`config.mk`:
```
export PLATFORM = sky130hd
export DESIGN_NAME = toggle_rx_flat
export DESIGN_NICKNAME = d
export VERILOG_FILES = /design/src/rtl/toggle_pkg.sv /design/src/rtl/toggle_rx_if.sv /design/src/rtl/toggle_sync.sv /design/src/rtl/toggle_rx.sv /design/src/flat_wrapper.sv
export SDC_FILE = /design/constraint.sdc
export NUM_CORES = 1
export LEC_CHECK = 0
export ABC_AREA = 1
export BUFFER_PORTS_ARGS = -buffer_cell sky130_fd_sc_hd__buf_2
export CAP_MARGIN = 10
export CORE_MARGIN = 3
export CORE_UTILIZATION = 58
export DETAILED_ROUTE_END_ITERATION = 10
export HOLD_SLACK_MARGIN = 0.08
export PLACE_DENSITY = 0.93
export SYNTH_ARGS = -nofsm -noshare
export SYNTH_HDL_FRONTEND = slang
export SYNTH_HIERARCHICAL = 1
export SYNTH_SLANG_ARGS = --single-unit
```
`constraint.sdc`:
```
create_clock -name clk -period 3 [get_ports clk]
set_input_delay 0.6 -clock clk [delete_from_list [all_inputs] [get_ports clk]]
set_output_delay 0.6 -clock clk [all_outputs]
set_load 0.02 [all_outputs]
```
`src/rtl/toggle_pkg.sv`:
```
// toggle_pkg: shared types and default parameter values for the toggle receiver.
//   rx_state_e      : receiver state (IDLE, LOCKED, LOST)
//   SYNC_STAGES_DEF : default synchronizer depth
//   CNT_W_DEF       : default accepted-toggle counter width
//   TIMEOUT_DEF     : default idle cycles allowed between accepted edges
package toggle_pkg;

    localparam int SYNC_STAGES_DEF = 2;
    localparam int CNT_W_DEF       = 8;
    localparam int TIMEOUT_DEF     = 16;

    typedef enum logic [1:0] {
        IDLE   = 2'd0,
        LOCKED = 2'd1,
        LOST   = 2'd2
    } rx_state_e;

endpackage

```
`src/rtl/toggle_rx_if.sv`:
```
// toggle_rx_if: groups the toggle receiver's event input, clear and status outputs.
//   tog_in    : asynchronous toggle line (one event per level change)
//   clr       : synchronous clear of counter and state machine
//   pulse_out : one-cycle pulse per accepted edge
//   tog_cnt   : accepted-edge count, CNT_W bits
//   locked    : receiver is tracking edges
//   lost      : edges stopped arriving for too long
// master = stimulus side, slave = receiver side.
interface toggle_rx_if #(
    parameter int CNT_W = 8
);
    logic             tog_in;
    logic             clr;
    logic             pulse_out;
    logic [CNT_W-1:0] tog_cnt;
    logic             locked;
    logic             lost;

    modport master (
        output tog_in,
        output clr,
        input  pulse_out,
        input  tog_cnt,
        input  locked,
        input  lost
    );

    modport slave (
        input  tog_in,
        input  clr,
        output pulse_out,
        output tog_cnt,
        output locked,
        output lost
    );
endinterface

```
`src/rtl/toggle_sync.sv`:
```
// toggle_sync: multi-flop synchronizer for a single asynchronous bit.
//   clk   : destination clock
//   rst   : asynchronous active-high reset, clears every stage to 0
//   d_in  : asynchronous input
//   q_out : synchronized output (last stage)
// DEPTH sets the number of flops in the chain (2 to 4).
module toggle_sync #(
    parameter int DEPTH = 2
) (
    input  logic clk,
    input  logic rst,
    input  logic d_in,
    output logic q_out
);
    logic [DEPTH-1:0] sync_q;
    logic [DEPTH-1:0] sync_d;

    always_comb begin
        sync_d = {sync_q[DEPTH-2:0], d_in};
    end

    always_ff @(posedge clk or posedge rst) begin
        if (rst) begin
            sync_q <= '0;
        end else begin
            sync_q <= sync_d;
        end
    end

    assign q_out = sync_q[DEPTH-1];
endmodule

```
`src/rtl/toggle_rx.sv`:
```
// toggle_rx: receives events encoded as level changes on an asynchronous toggle
// line, emits a one-cycle pulse per event, counts events (saturating) and tracks
// whether events keep arriving.
//   clk : single clock, rising edge
//   rst : asynchronous active-high reset
//   rx  : toggle_rx_if.slave (tog_in, clr in; pulse_out, tog_cnt, locked, lost out)
// Build option: define TOGGLE_RX_GLITCH_EN to require the new synchronized level to
// be seen on two consecutive samples before an edge is accepted (one extra cycle of
// latency, single-cycle glitches dropped).
//
// state  | meaning
// IDLE   | after reset/clr, no edge accepted yet
// LOCKED | edges arriving, idle timer running
// LOST   | no edge for TIMEOUT-1 cycles, count frozen until the next edge
import toggle_pkg::*;

module toggle_rx #(
    parameter int SYNC_STAGES = SYNC_STAGES_DEF,
    parameter int CNT_W       = CNT_W_DEF,
    parameter int TIMEOUT     = TIMEOUT_DEF
) (
    input  logic        clk,
    input  logic        rst,
    toggle_rx_if.slave  rx
);
    localparam int TW = $clog2(TIMEOUT);
    localparam int PW = $clog2(SYNC_STAGES + 2);
    localparam logic [PW-1:0] PRIME_DONE = PW'(SYNC_STAGES + 1);
    // Timer value from which the next idle cycle reaches TIMEOUT-1.
    localparam logic [TW-1:0] TIMER_LAST = TW'(TIMEOUT - 2);

    logic             sync_lvl;
    logic             prev_q, prev_d;
    logic [PW-1:0]    prime_q, prime_d;
    rx_state_e        state_q, state_d;
    logic [TW-1:0]    timer_q, timer_d;
    logic [CNT_W-1:0] cnt_q, cnt_d;
    logic             pulse_q, pulse_d;
    logic             primed;
    logic             hit;
    logic             edge_acc;
`ifdef TOGGLE_RX_GLITCH_EN
    logic             lvl_d1_q, lvl_d1_d;
`endif

    toggle_sync #(.DEPTH(SYNC_STAGES)) u_sync (
        .clk   (clk),
        .rst   (rst),
        .d_in  (rx.tog_in),
        .q_out (sync_lvl)
    );

    // Edge detection and priming.
    always_comb begin
        primed  = (prime_q == PRIME_DONE);
        prime_d = primed ? prime_q : prime_q + 1'b1;
`ifdef TOGGLE_RX_GLITCH_EN
        lvl_d1_d = sync_lvl;
        hit      = (sync_lvl != prev_q) && (sync_lvl == lvl_d1_q);
        // Reference level only moves on an accepted change, so a glitch that
        // returns to the old level never registers. During priming it simply
        // follows the synchronizer so a level held through reset is absorbed.
        prev_d   = (!primed || hit) ? sync_lvl : prev_q;
`else
        hit      = (sync_lvl != prev_q);
        prev_d   = sync_lvl;
`endif
        edge_acc = primed && hit;
    end

    // Next-state, timer and counter.
    always_comb begin
        state_d = state_q;
        timer_d = timer_q;
        cnt_d   = cnt_q;
        pulse_d = edge_acc;
        if (rx.clr) begin
            state_d = IDLE;
            timer_d = '0;
            cnt_d   = '0;
        end else if (edge_acc) begin
            state_d = LOCKED;
            timer_d = '0;
            cnt_d   = (cnt_q == '1) ? cnt_q : cnt_q + 1'b1;
        end else if (state_q == LOCKED) begin
            timer_d = timer_q + 1'b1;
            if (timer_q == TIMER_LAST) begin
                state_d = LOST;
            end
        end
    end

    always_ff @(posedge clk or posedge rst) begin
        if (rst) begin
            prev_q  <= 1'b0;
            prime_q <= '0;
            state_q <= IDLE;
            timer_q <= '0;
            cnt_q   <= '0;
            pulse_q <= 1'b0;
        end else begin
            prev_q  <= prev_d;
            prime_q <= prime_d;
            state_q <= state_d;
            timer_q <= timer_d;
            cnt_q   <= cnt_d;
            pulse_q <= pulse_d;
        end
    end

`ifdef TOGGLE_RX_GLITCH_EN
    always_ff @(posedge clk or posedge rst) begin
        if (rst) begin
            lvl_d1_q <= 1'b0;
        end else begin
            lvl_d1_q <= lvl_d1_d;
        end
    end
`endif

    assign rx.pulse_out = pulse_q;
    assign rx.tog_cnt   = cnt_q;
    assign rx.locked    = (state_q == LOCKED);
    assign rx.lost      = (state_q == LOST);
endmodule

```
`src/flat_wrapper.sv`:
```
// flat-port wrapper written by rule: the top's interface ports become plain ports
module toggle_rx_flat 
#(
    parameter int SYNC_STAGES = SYNC_STAGES_DEF,
    parameter int CNT_W       = CNT_W_DEF,
    parameter int TIMEOUT     = TIMEOUT_DEF
)
  (clk, rst, rx_tog_in, rx_clr, rx_pulse_out, rx_tog_cnt, rx_locked, rx_lost);
  toggle_rx_if #(.CNT_W(CNT_W)) rx_i ();
  input  logic clk;
  input  logic rst;
  input wire logic [$bits(rx_i.tog_in)-1:0] rx_tog_in;
  input wire logic [$bits(rx_i.clr)-1:0] rx_clr;
  output wire logic [$bits(rx_i.pulse_out)-1:0] rx_pulse_out;
  output wire logic [$bits(rx_i.tog_cnt)-1:0] rx_tog_cnt;
  output wire logic [$bits(rx_i.locked)-1:0] rx_locked;
  output wire logic [$bits(rx_i.lost)-1:0] rx_lost;
  assign rx_i.tog_in = rx_tog_in;
  assign rx_i.clr = rx_clr;
  assign rx_pulse_out = rx_i.pulse_out;
  assign rx_tog_cnt = rx_i.tog_cnt;
  assign rx_locked = rx_i.locked;
  assign rx_lost = rx_i.lost;
  toggle_rx #(.SYNC_STAGES(SYNC_STAGES), .CNT_W(CNT_W), .TIMEOUT(TIMEOUT)) u_core (.clk(clk), .rst(rst), .rx(rx_i));
endmodule
```
==> impl_results.md <==
- # setup viols final: 0
- PortBufs: 14
- Avg Inst Size Synth: 8.158 um^2
- ANT cells: 0
- Top area cells in the synthesized netlist: dfrtp_1, nand2_1, nor2_1
- Initial core utilization: 0.6468
- Routed wire length per instance: 11.72 um
- Status: completed
- Total routed wirelength: 1.851 mm
- Vias in the first global route: 754
- Die Span Y: 47.93 um
- Vias per cell: 5.462
- Routed via count: 863
- Cts repair resizes: 0
- Worst EP required: 2400 ps
- Synth top area share: 0.4908
- Slew @ Worst Pin: 644.4 ps
- GRT overflow: 0
- First-pass GRT wire length: 2.946 mm
- P&R area growth vs syn: 11.29%
- Num CTS Buffers: 3
- Rel. slew slack: 0.5699
- Sink Count: 20
- ANT nets after route: 0
- IO Count: 15
- Cell count after synthesis: 125
- Max Cap Viol: 0
- Internal power: 0.3659 mW
- RSZ-0062 raised after global routing: no
- Worst setup SP type: register
- Die Wd: 47.93 um
- CP Max Fanout: 5
- Total net switching power: 0.1228 mW
- Sequential power share: 0.583
- Initial antenna violation count: 0
- H-tree depth: 1
- DRT Pass-1 Iters: 4
- Worst hold path type: input port to asynchronous set/reset pin
- Clock Latency Late Sink: 300 ps
- Comb pwr share: 0.098
- Dominant cell type by area after synthesis: dfrtp_1
- Tmin final: 1715 ps
- Total power: 0.4887 mW
- Peak VDD IR: 0.3769 mV
- Ys Warns: 6
- Synthesized Nets: 133
- HPWL after detailed placement: 1.388 mm
- CP endpoint kind: output pin
- Row count: 14
- CTS root buf: clkbuf_4
- Fmax: 583.2 MHz
- Total track usage: 0.1848
- Post-Route Setup TNS: 0 ps
- Clock transition at path regs: 110 ps
- Power per cell area: 430.6 mW/mm^2
- CTS tree: built
- P_leak: 0.6127 nW
- Setup CP Type: register to output pin
- Fin Clk Skew: 0.9137 ps
- Die area: 0.002297 mm^2
- Share of cells above drive strength 1: 0.2183
- Largest net degree at the start of global routing: 19
- Worst path arrival time: 1110 ps
- Synthesized flop and latch total: 20
- Postcts setup bufs: 0
- Drt drc: 0
- Cts hold-fix bufs: 0
- Cell area after synthesis: 0.001020 mm^2
- DR iter-0 viols: 29
- Count of pins over their slew limit: 0
- Final Wtd Congestion: 0.9370
- Tcrit/Tclk final: 0.5716
- Clk pwr share: 0.319
- Core area: 0.001577 mm^2
- Nets@finish: 151
- Switching share of power: 0.2513
- Sequential share of the synthesized area: 0.4908
- Netlist cell types: 22
- CTS Buffer Depth: 2
- Final Hold Viols: 0
[layer usage]
metal  wire (um)  vias up  share of wire  GRT usage
met5           0        -              0          0
met4          60        0          0.032     0.1290
met2         877       31           0.47     0.2982
met3         106        8          0.057    0.02632
met1         807      405           0.44     0.2243
li1            -      419              -          -
[Yosys cell counts]
cell	instances
nand3_1	7
inv_2	2
nor3_1	2
o21ai_1	1
nand2_1	34
ha_1	4
dfrtp_1	20
nor2_2	1
o21ai_2	3
xor2_1	1
nand3_2	1
o21bai_1	1
nand4_1	1
or2_0	1
inv_1	14
nand2_2	5
a21oi_1	5
mux2_2	1
xnor2_1	1
nor2_1	18
o21ai_0	1
buf_6	1
[power groups by stage]
| stage | clock, mW | combinational [mW] | sequential [mW] |
|---|---|---|---|
| finish | 0.156 | 0.0478 | 0.285 |
| global route | 0.171 | 0.0537 | 0.286 |
| CTS | 0.162 | 0.0484 | 0.285 |
| detailed placement | 0 | 0.0480 | 0.290 |
| global placement | 0 | 0.0465 | 0.290 |
| floorplan | 0 | 0.0299 | 0.295 |
[layout make-up]
type                    count  area (um^2)
fillers                   120        441.7
flip-flops and latches     20        500.5
clock buffers               4        36.28
inverters                  16        60.06
repair buffers             14        70.07
well taps                  16        20.02
multi-input cells          88        447.9
[path summary, 6_finish.rpt]
path / startpoint / endpoint / slack, ps / cells after the start
worst max-delay path: u_core/state_q[1] / rx_locked / 1290 / 4
worst min-delay path: rst / u_core/u_sync/sync_q[0] / 130 / 2
worst max register to register: u_core/rx.tog_cnt[0] / u_core/rx.tog_cnt[5] / 1570 / 7
worst min register to register: u_core/u_sync/sync_q[0] / u_core/u_sync/sync_q[1] / 360 / 0
max in group asynchronous: rst / u_core/rx.tog_cnt[4] / 2220 / 2
min in group clk: u_core/u_sync/sync_q[0] / u_core/u_sync/sync_q[1] / 360 / 0
[per-stage QoR]
| step | util | worst slack (ps) | cells | area (um^2) | hold slack, ps |
|---|---|---|---|---|---|
| global placement | 0.6968 | 1587 | 154 | 1099 | 338.3 |
| floorplan | - | 1598 | 125 | 1020 | 331.2 |
| detailed placement | 0.6968 | 1511 | 154 | 1099 | 338.8 |
| CTS | 0.7198 | 1265 | 158 | 1135 | 117.9 |
| finish | 0.7198 | 1285 | 158 | 1135 | 127.7 |
| global route | 0.7198 | 1208 | 158 | 1135 | 118.1 |
[logic make-up (layout without fill, tap and decap cells)]
family,after synthesis,count (layout),share of synthesized area
AO/OA/AOI/OAI,11,11,0.06748
XOR/XNOR,2,2,0.01718
adder cells (fa/ha/maj),4,4,0.04908
buffers and inverters,17,34,0.06994
flip-flops,20,20,0.4908
multiplexers,1,1,0.01104
AND/OR/NAND/NOR,70,70,0.2945
[state kept, by name, indices dropped and copies added (netlist names)]
name,flops
u_core/rx.tog_cnt,8
u_core/prev_q,1
u_core/rx.pulse_out,1
u_core/prime_q,2
u_core/timer_q,4
u_core/state_q,2
u_core/u_sync/sync_q,2
[critical path, stage by stage (launching register included)]
cell,delay [ps]
dfrtp_1,390
inv_2,60
nand2_1,110
inv_2,90
buf_2,160
[cells in the final DEF (no fill, tap or decap), drive strengths merged]
master	n
buf	14
o21bai	1
nor3	2
nor2	19
nand4	1
o21ai	5
clkbuf	4
nand3	8
mux2	1
a21oi	5
xor2	1
dfrtp	20
xnor2	1
inv	16
or2	1
ha	4
nand2	39
No activity file was read; power rests on OpenSTA's default activity.
